## src/rtl/nn_pkg.sv

```systemverilog
// Shared types and defaults for the layer-to-layer stream sequencer.
package nn_pkg;

    typedef enum logic {
        ST_IDLE,
        ST_STREAM
    } state_t;

    localparam int DATA_W_DEFAULT = 16;

endpackage

```

## src/rtl/layer_stream_sequencer_if.sv

```systemverilog
// Upstream parallel capture bus plus downstream serial element handshake.
interface layer_stream_sequencer_if #(
    parameter int NN        = 30,
    parameter int dataWidth = 16
);
    logic [NN-1:0]           i_valid;
    logic [NN*dataWidth-1:0] i_data;
    logic                    out_ready;
    logic                    x_valid;
    logic [dataWidth-1:0]    x_data;

    modport master (
        output i_valid,
        output i_data,
        output out_ready,
        input  x_valid,
        input  x_data
    );

    modport slave (
        input  i_valid,
        input  i_data,
        input  out_ready,
        output x_valid,
        output x_data
    );
endinterface

```

## src/rtl/layer_stream_sequencer_buffer.sv

```systemverilog
// Capture buffer: parallel write of a whole frame, combinational read at the stream index.
module lss_buffer #(
    parameter int NN        = 30,
    parameter int dataWidth = 16,
    parameter int IDX_W     = $clog2(NN)
) (
    input  logic                    clk,
    input  logic                    we,
    input  logic [NN*dataWidth-1:0] wdata,
    input  logic [IDX_W:0]          idx,
    output logic [dataWidth-1:0]    rd_data
);
    localparam logic [IDX_W:0] DEPTH = NN[IDX_W:0];

    logic [dataWidth-1:0] mem [NN];

    always_ff @(posedge clk) begin
        if (we) begin
            for (int unsigned k = 0; k < NN; k++) begin
                mem[k] <= wdata[k*dataWidth +: dataWidth];
            end
        end
    end

    // idx reaches NN once the last word is on x_data; read value is then unused
    always_comb begin
        rd_data = '0;
        if (idx < DEPTH) begin
            rd_data = mem[idx[IDX_W-1:0]];
        end
    end
endmodule

```

## src/rtl/layer_stream_sequencer.sv

```systemverilog
// Captures a full upstream layer frame in one cycle and streams it element by element downstream.
module layer_stream_sequencer
    import nn_pkg::*;
#(
    parameter int NN        = 30,
    parameter int dataWidth = DATA_W_DEFAULT,
    parameter int IDX_W     = $clog2(NN)
) (
    input  logic                          clk,
    input  logic                          rst,
    layer_stream_sequencer_if.slave       s,
    input  logic                          clr_err,
    output logic                          busy,
    output logic                          layer_done,
    output logic                          overrun,
    output logic                          partial_err,
    output logic [15:0]                   frame_cnt
);
    localparam logic [IDX_W:0] LAST = NN[IDX_W:0];

    state_t               state;
    logic [IDX_W:0]       idx;
    logic [dataWidth-1:0] rd_data;
    logic                 cap_evt;
    logic                 part_evt;
    logic                 handshake;
    logic                 capture;

    assign cap_evt   = &s.i_valid;
    assign part_evt  = (|s.i_valid) && !cap_evt;
    assign handshake = s.x_valid && s.out_ready;
    assign capture   = (state == ST_IDLE) && cap_evt;

    lss_buffer #(
        .NN        (NN),
        .dataWidth (dataWidth),
        .IDX_W     (IDX_W)
    ) u_buf (
        .clk     (clk),
        .we      (capture),
        .wdata   (s.i_data),
        .idx     (idx),
        .rd_data (rd_data)
    );

    always_ff @(posedge clk) begin
        if (!rst) begin
            state       <= ST_IDLE;
            idx         <= '0;
            s.x_valid   <= 1'b0;
            s.x_data    <= '0;
            busy        <= 1'b0;
            layer_done  <= 1'b0;
            overrun     <= 1'b0;
            partial_err <= 1'b0;
            frame_cnt   <= '0;
        end else begin
            layer_done <= 1'b0;

            // clear first so a coincident set condition takes priority
            if (clr_err) begin
                overrun     <= 1'b0;
                partial_err <= 1'b0;
            end
            if (part_evt) begin
                partial_err <= 1'b1;
            end

            case (state)
                ST_IDLE: begin
                    if (cap_evt) begin
                        // element 0 bypasses the buffer, which is written on this same edge
                        s.x_data  <= s.i_data[dataWidth-1:0];
                        s.x_valid <= 1'b1;
                        idx       <= (IDX_W+1)'(1);
                        busy      <= 1'b1;
                        state     <= ST_STREAM;
                    end
                end
                ST_STREAM: begin
                    if (cap_evt) begin
                        overrun <= 1'b1;
                    end
                    if (handshake) begin
                        if (idx == LAST) begin
                            s.x_valid  <= 1'b0;
                            busy       <= 1'b0;
                            idx        <= '0;
                            frame_cnt  <= frame_cnt + 16'd1;
                            layer_done <= 1'b1;
                            state      <= ST_IDLE;
                        end else begin
                            s.x_data <= rd_data;
                            idx      <= idx + (IDX_W+1)'(1);
                        end
                    end
                end
                default: state <= ST_IDLE;
            endcase
        end
    end
endmodule

```

## src/flat_wrapper.sv

```systemverilog
// flat-port wrapper written by rule: the top's interface ports become plain ports
module layer_stream_sequencer_flat import nn_pkg::*;
#(
    parameter int NN        = 30,
    parameter int dataWidth = DATA_W_DEFAULT,
    parameter int IDX_W     = $clog2(NN)
)
  (clk, rst, clr_err, busy, layer_done, overrun, partial_err, frame_cnt, s_i_valid, s_i_data, s_out_ready, s_x_valid, s_x_data);
  layer_stream_sequencer_if #(.NN(NN), .dataWidth(dataWidth)) s_i ();
  input  logic clk;
  input  logic rst;
  input  logic clr_err;
  output logic busy;
  output logic layer_done;
  output logic overrun;
  output logic partial_err;
  output logic [15:0] frame_cnt;
  input wire logic [$bits(s_i.i_valid)-1:0] s_i_valid;
  input wire logic [$bits(s_i.i_data)-1:0] s_i_data;
  input wire logic [$bits(s_i.out_ready)-1:0] s_out_ready;
  output wire logic [$bits(s_i.x_valid)-1:0] s_x_valid;
  output wire logic [$bits(s_i.x_data)-1:0] s_x_data;
  assign s_i.i_valid = s_i_valid;
  assign s_i.i_data = s_i_data;
  assign s_i.out_ready = s_out_ready;
  assign s_x_valid = s_i.x_valid;
  assign s_x_data = s_i.x_data;
  layer_stream_sequencer #(.NN(NN), .dataWidth(dataWidth), .IDX_W(IDX_W)) u_core (.clk(clk), .rst(rst), .s(s_i), .clr_err(clr_err), .busy(busy), .layer_done(layer_done), .overrun(overrun), .partial_err(partial_err), .frame_cnt(frame_cnt));
endmodule
```

## config.mk

```make
export PLATFORM = sky130hd
export DESIGN_NAME = layer_stream_sequencer_flat
export DESIGN_NICKNAME = d
export VERILOG_FILES = /design/src/rtl/nn_pkg.sv /design/src/rtl/layer_stream_sequencer_if.sv /design/src/rtl/layer_stream_sequencer_buffer.sv /design/src/rtl/layer_stream_sequencer.sv /design/src/flat_wrapper.sv
export SDC_FILE = /design/constraint.sdc
export NUM_CORES = 1
export LEC_CHECK = 0
export BUFFER_PORTS_ARGS = -buffer_cell sky130_fd_sc_hd__buf_4
export CAP_MARGIN = 10
export CORE_AREA = 4 4 179 310
export CTS_BUF_LIST = sky130_fd_sc_hd__clkbuf_8 sky130_fd_sc_hd__clkbuf_16
export CTS_CLUSTER_DIAMETER = 80
export CTS_CLUSTER_SIZE = 20
export DETAILED_ROUTE_END_ITERATION = 8
export DIE_AREA = 0 0 183 314
export PLACE_DENSITY = 0.69
export SYNTH_ARGS = -nofsm -noshare
export SYNTH_HDL_FRONTEND = slang
export SYNTH_HIERARCHICAL = 1
export SYNTH_SLANG_ARGS = --single-unit
```

## constraint.sdc

```tcl
create_clock -name clk -period 20.3 [get_ports clk]
set_input_delay 2.03 -clock clk [delete_from_list [all_inputs] [get_ports clk]]
set_output_delay 2.03 -clock clk [all_outputs]
set_load 0.005 [all_outputs]
```

==> results.md <==
- Status: finished, final reports clean
- Pwr/cell area: 70.5 mW/mm^2
- DR WL/cell: 26.3 microns
- I/O pin count: 551
- Crit path max-delay cell type: buf_4
- Vias per cell: 5.28
- Clk_lat worst skew: 600 ps
- Largest family of logic cells by synthesized area: multiplexers
- Slew headroom: 0.223
- Final Setup Violations: 0
- Share of synthesized registers carrying an async set or reset: 0
- CP dominant cell by count: buf_4
- Starting Density: 0.397
- Port bufs: 550
- Post-synth top flop: edfxtp_1
- Clk_skew: 21.9 ps
- CP required: 20,520 ps
- Hold Path Origin: u_core/partial_err
- Final RePlAce weighted congestion: 0.852
- Post-Route WL: 65,200 microns
- Max cap viols: 0
- Clk slew on worst S/H paths: 90 ps
- Endpoint class of the critical path: flop
- Via count: 13,100
- Final Util: 0.504
- Fin crit period: 6520 ps
- H-Tree Depth: 1
- Endpoint, Worst Hold: u_core/partial_err
- Post-CTS Repair Setup Buffers: 0
- Die Area: 0.0575 sq mm
- Post-Synth XOR/XNOR Area: 0.00543
- Row Count: 111
- Routed Antenna Nets: 0
- Period utilization: 0.321
- Inserted Clock Buffers: 30
- Final TNS setup: 0 ps
- Syn_nets: 1,760
- Worst slew pin tran: 1160 ps
- Reg2reg start: u_core/state
- Mux contribution to synthesized area: 0.119
- Clock sinks: 523
- Leak pwr: 9.30 nW
- CP Cell Sequence: buf_4, nand4_1, nor4_1, nand2_2, buf_4, nor2_4, buf_4, buf_4, buf_4
- RR Endpoint: u_core/u_buf/mem[24][15]
- Final #Nets: 2,287
- Worst Path Arrival: 6730 ps
- Vias in the first global route: 13,900
- Core Box Area: 0.0528 sq mm
- Hold WC Path Type: flop to flop
- Hold Fails Final Rpt: 0
- Unrepaired setup endpoints after global routing: false
- CP Class: input port to flop
- Post-synthesis compound-gate area fraction: 0.0676
- Residual DRC: 0
- R2R setup slack: 15,820 ps
- Layout area overhead: 26.9%
- #FFs+latches synth: 523
- Share of cells above drive strength 1: 0.363
- Total GRT Usage: 0.215
- CTS tree: done
- Crit-path max cell delay: 970 ps
- Peak supply drop: 76.6 uV
- Synth Warn #: 6
- Post-DP HPWL: 48,600 microns
- Synthesized area: 0.0210 sq mm
- Root Buffer: clkbuf_16
- Crit-path max FO: 89
- Largest net degree at the start of global routing: 114
- Post-synth EDFFs: 480
- Max-slew violations: 0
- Seq/Total Area, Yosys: 0.729
- Global route overflow: 0
- PostCTS Resize Cnt: 0
- Die width: 183 microns
- Synth Area in Simple Gates: 0.0547
- Post-Syn Instances: 1,243
- Clock Tree Buf Depth: 3
- Avg Cell Area, Syn: 16.9 sq um
- Worst Setup Start Kind: input port
- Hold-fix buffers, CTS: 0
- Worst Hold Depth: 2
- Yosys cell types: 58
- Router iterations before antenna repair: 5
- Initial antenna violation count: 6
- Fmax: 153 MHz
- First DRT Iteration DRCs: 876
- Die Span Y: 314 microns
- Adder-cell share of the synthesized area: 0.00179
- Global-route wire length before repair: 90,600 microns
- Worst Reg-to-Reg Cells: 4
cell families after synthesis:
logic type,count (synthesis)
buf+inv,79
simple gates,201
fa+ha+maj,3
mux,230
flops,523
xor+xnor,13
compound gates,194
worst max-delay path, delay by kind of cell:
| kind | cells | cell delay [ps] |
|---|---|---|
| buf+inv | 5 | 3000 |
| simple gates | 4 | 1610 |
flip-flops by register name, indices dropped and copies added, names as in the netlist:
name                cells
u_core/layer_done       1
u_core/partial_err      1
u_core/overrun          1
u_core/u_buf/mem      480
u_core/state            1
u_core/frame_cnt       16
u_core/s.x_data        16
u_core/idx              6
u_core/busy             1
Yosys cell counts, drive strengths merged, types with 5 or more instances:
library cell,number,area [sq um]
a2111oi,11,100
a211oi,11,82.6
a21boi,5,37.5
a21oi,20,100
a22o,21,184
a22oi,48,360
a31oi,31,194
and2,16,103
buf,50,362
clkbuf,23,86.3
dfxtp,43,861
edfxtp,480,14400
inv,6,22.5
mux2i,214,2140
mux4,16,360
nand2,59,224
nand2b,5,31.3
nand3,49,275
nand4,13,111
nor2,11,46.3
nor2b,17,106
nor3,11,91.3
nor4,11,87.6
o211ai,15,113
o21ai,6,30.0
o221ai,16,140
xnor2,7,61.3
xor2,6,52.6
layout make-up:
class	count	area (sq um)
well taps	678	848
inverters	6	22.5
flip-flops and latches	523	15300
diodes	6	15.0
multi-input cells	641	5290
clock inverters	25	106
clock buffers	31	776
fillers	4498	26200
repair buffers	568	4280
stage by stage:
| step | setup slack (ps) | power (mW) | hold slack [ps] | area, sq um | instances |
|---|---|---|---|---|---|
| detailed placement | 13060 | 1.29 | 483 | 25700 | 2416 |
| global placement | 13260 | 1.28 | 471 | 25700 | 2416 |
| finish | 13780 | 1.88 | 498 | 26600 | 2478 |
| global route | 13400 | 1.94 | 526 | 26600 | 2477 |
| CTS | 13740 | 1.89 | 496 | 26600 | 2472 |
| floorplan | 4490 | 1.20 | 470 | 21000 | 1243 |
worst max-delay path by stage:
stage | from | to | slack [ps] | depth (start not counted)
2_1_floorplan | s_i_valid[5] | u_core/busy | 4490 | 5
3_3_place_gp | s_i_valid[5] | u_core/u_buf/mem[24][5] | 13260 | 9
3_5_place_dp | s_i_valid[5] | u_core/u_buf/mem[24][5] | 13060 | 9
4_1_cts | s_i_valid[5] | u_core/u_buf/mem[24][15] | 13740 | 9
5_1_grt | s_i_valid[5] | u_core/u_buf/mem[5][15] | 13400 | 9
6_report | s_i_valid[5] | u_core/u_buf/mem[24][15] | 13780 | 9
cells in the final DEF (no fill, tap or decap), types with 11 or more instances in the layout:
cell type,count
mux4_2,16
a211oi_1,11
a21oi_1,20
clkbuf_16,31
nand2_1,58
nand3_1,46
nand4_1,11
a31oi_1,31
mux2i_1,214
inv_1,30
o221ai_1,16
edfxtp_1,480
a22o_1,21
nor2b_1,14
and2_1,15
dfxtp_1,40
a22oi_1,48
buf_4,567
o211ai_1,15
power breakdown:
group          leakage, nW  internal (mW)  switching [mW]  total (mW)
logic                 4.12         0.0628          0.0245      0.0873
clock network        0.517          0.278           0.338       0.616
registers             4.66           1.17       0.0000471        1.17
total                 9.30           1.51           0.363        1.88
metal layers:
layer	track usage	routed length, microns	up-vias
li1	-	-	6017
met1	0.242	23300	6458
met2	0.410	35900	522
met3	0.0341	3810	89
met4	0.0725	2270	2
met5	0	7	-
Note: power is estimated with default switching activity, not from simulation.
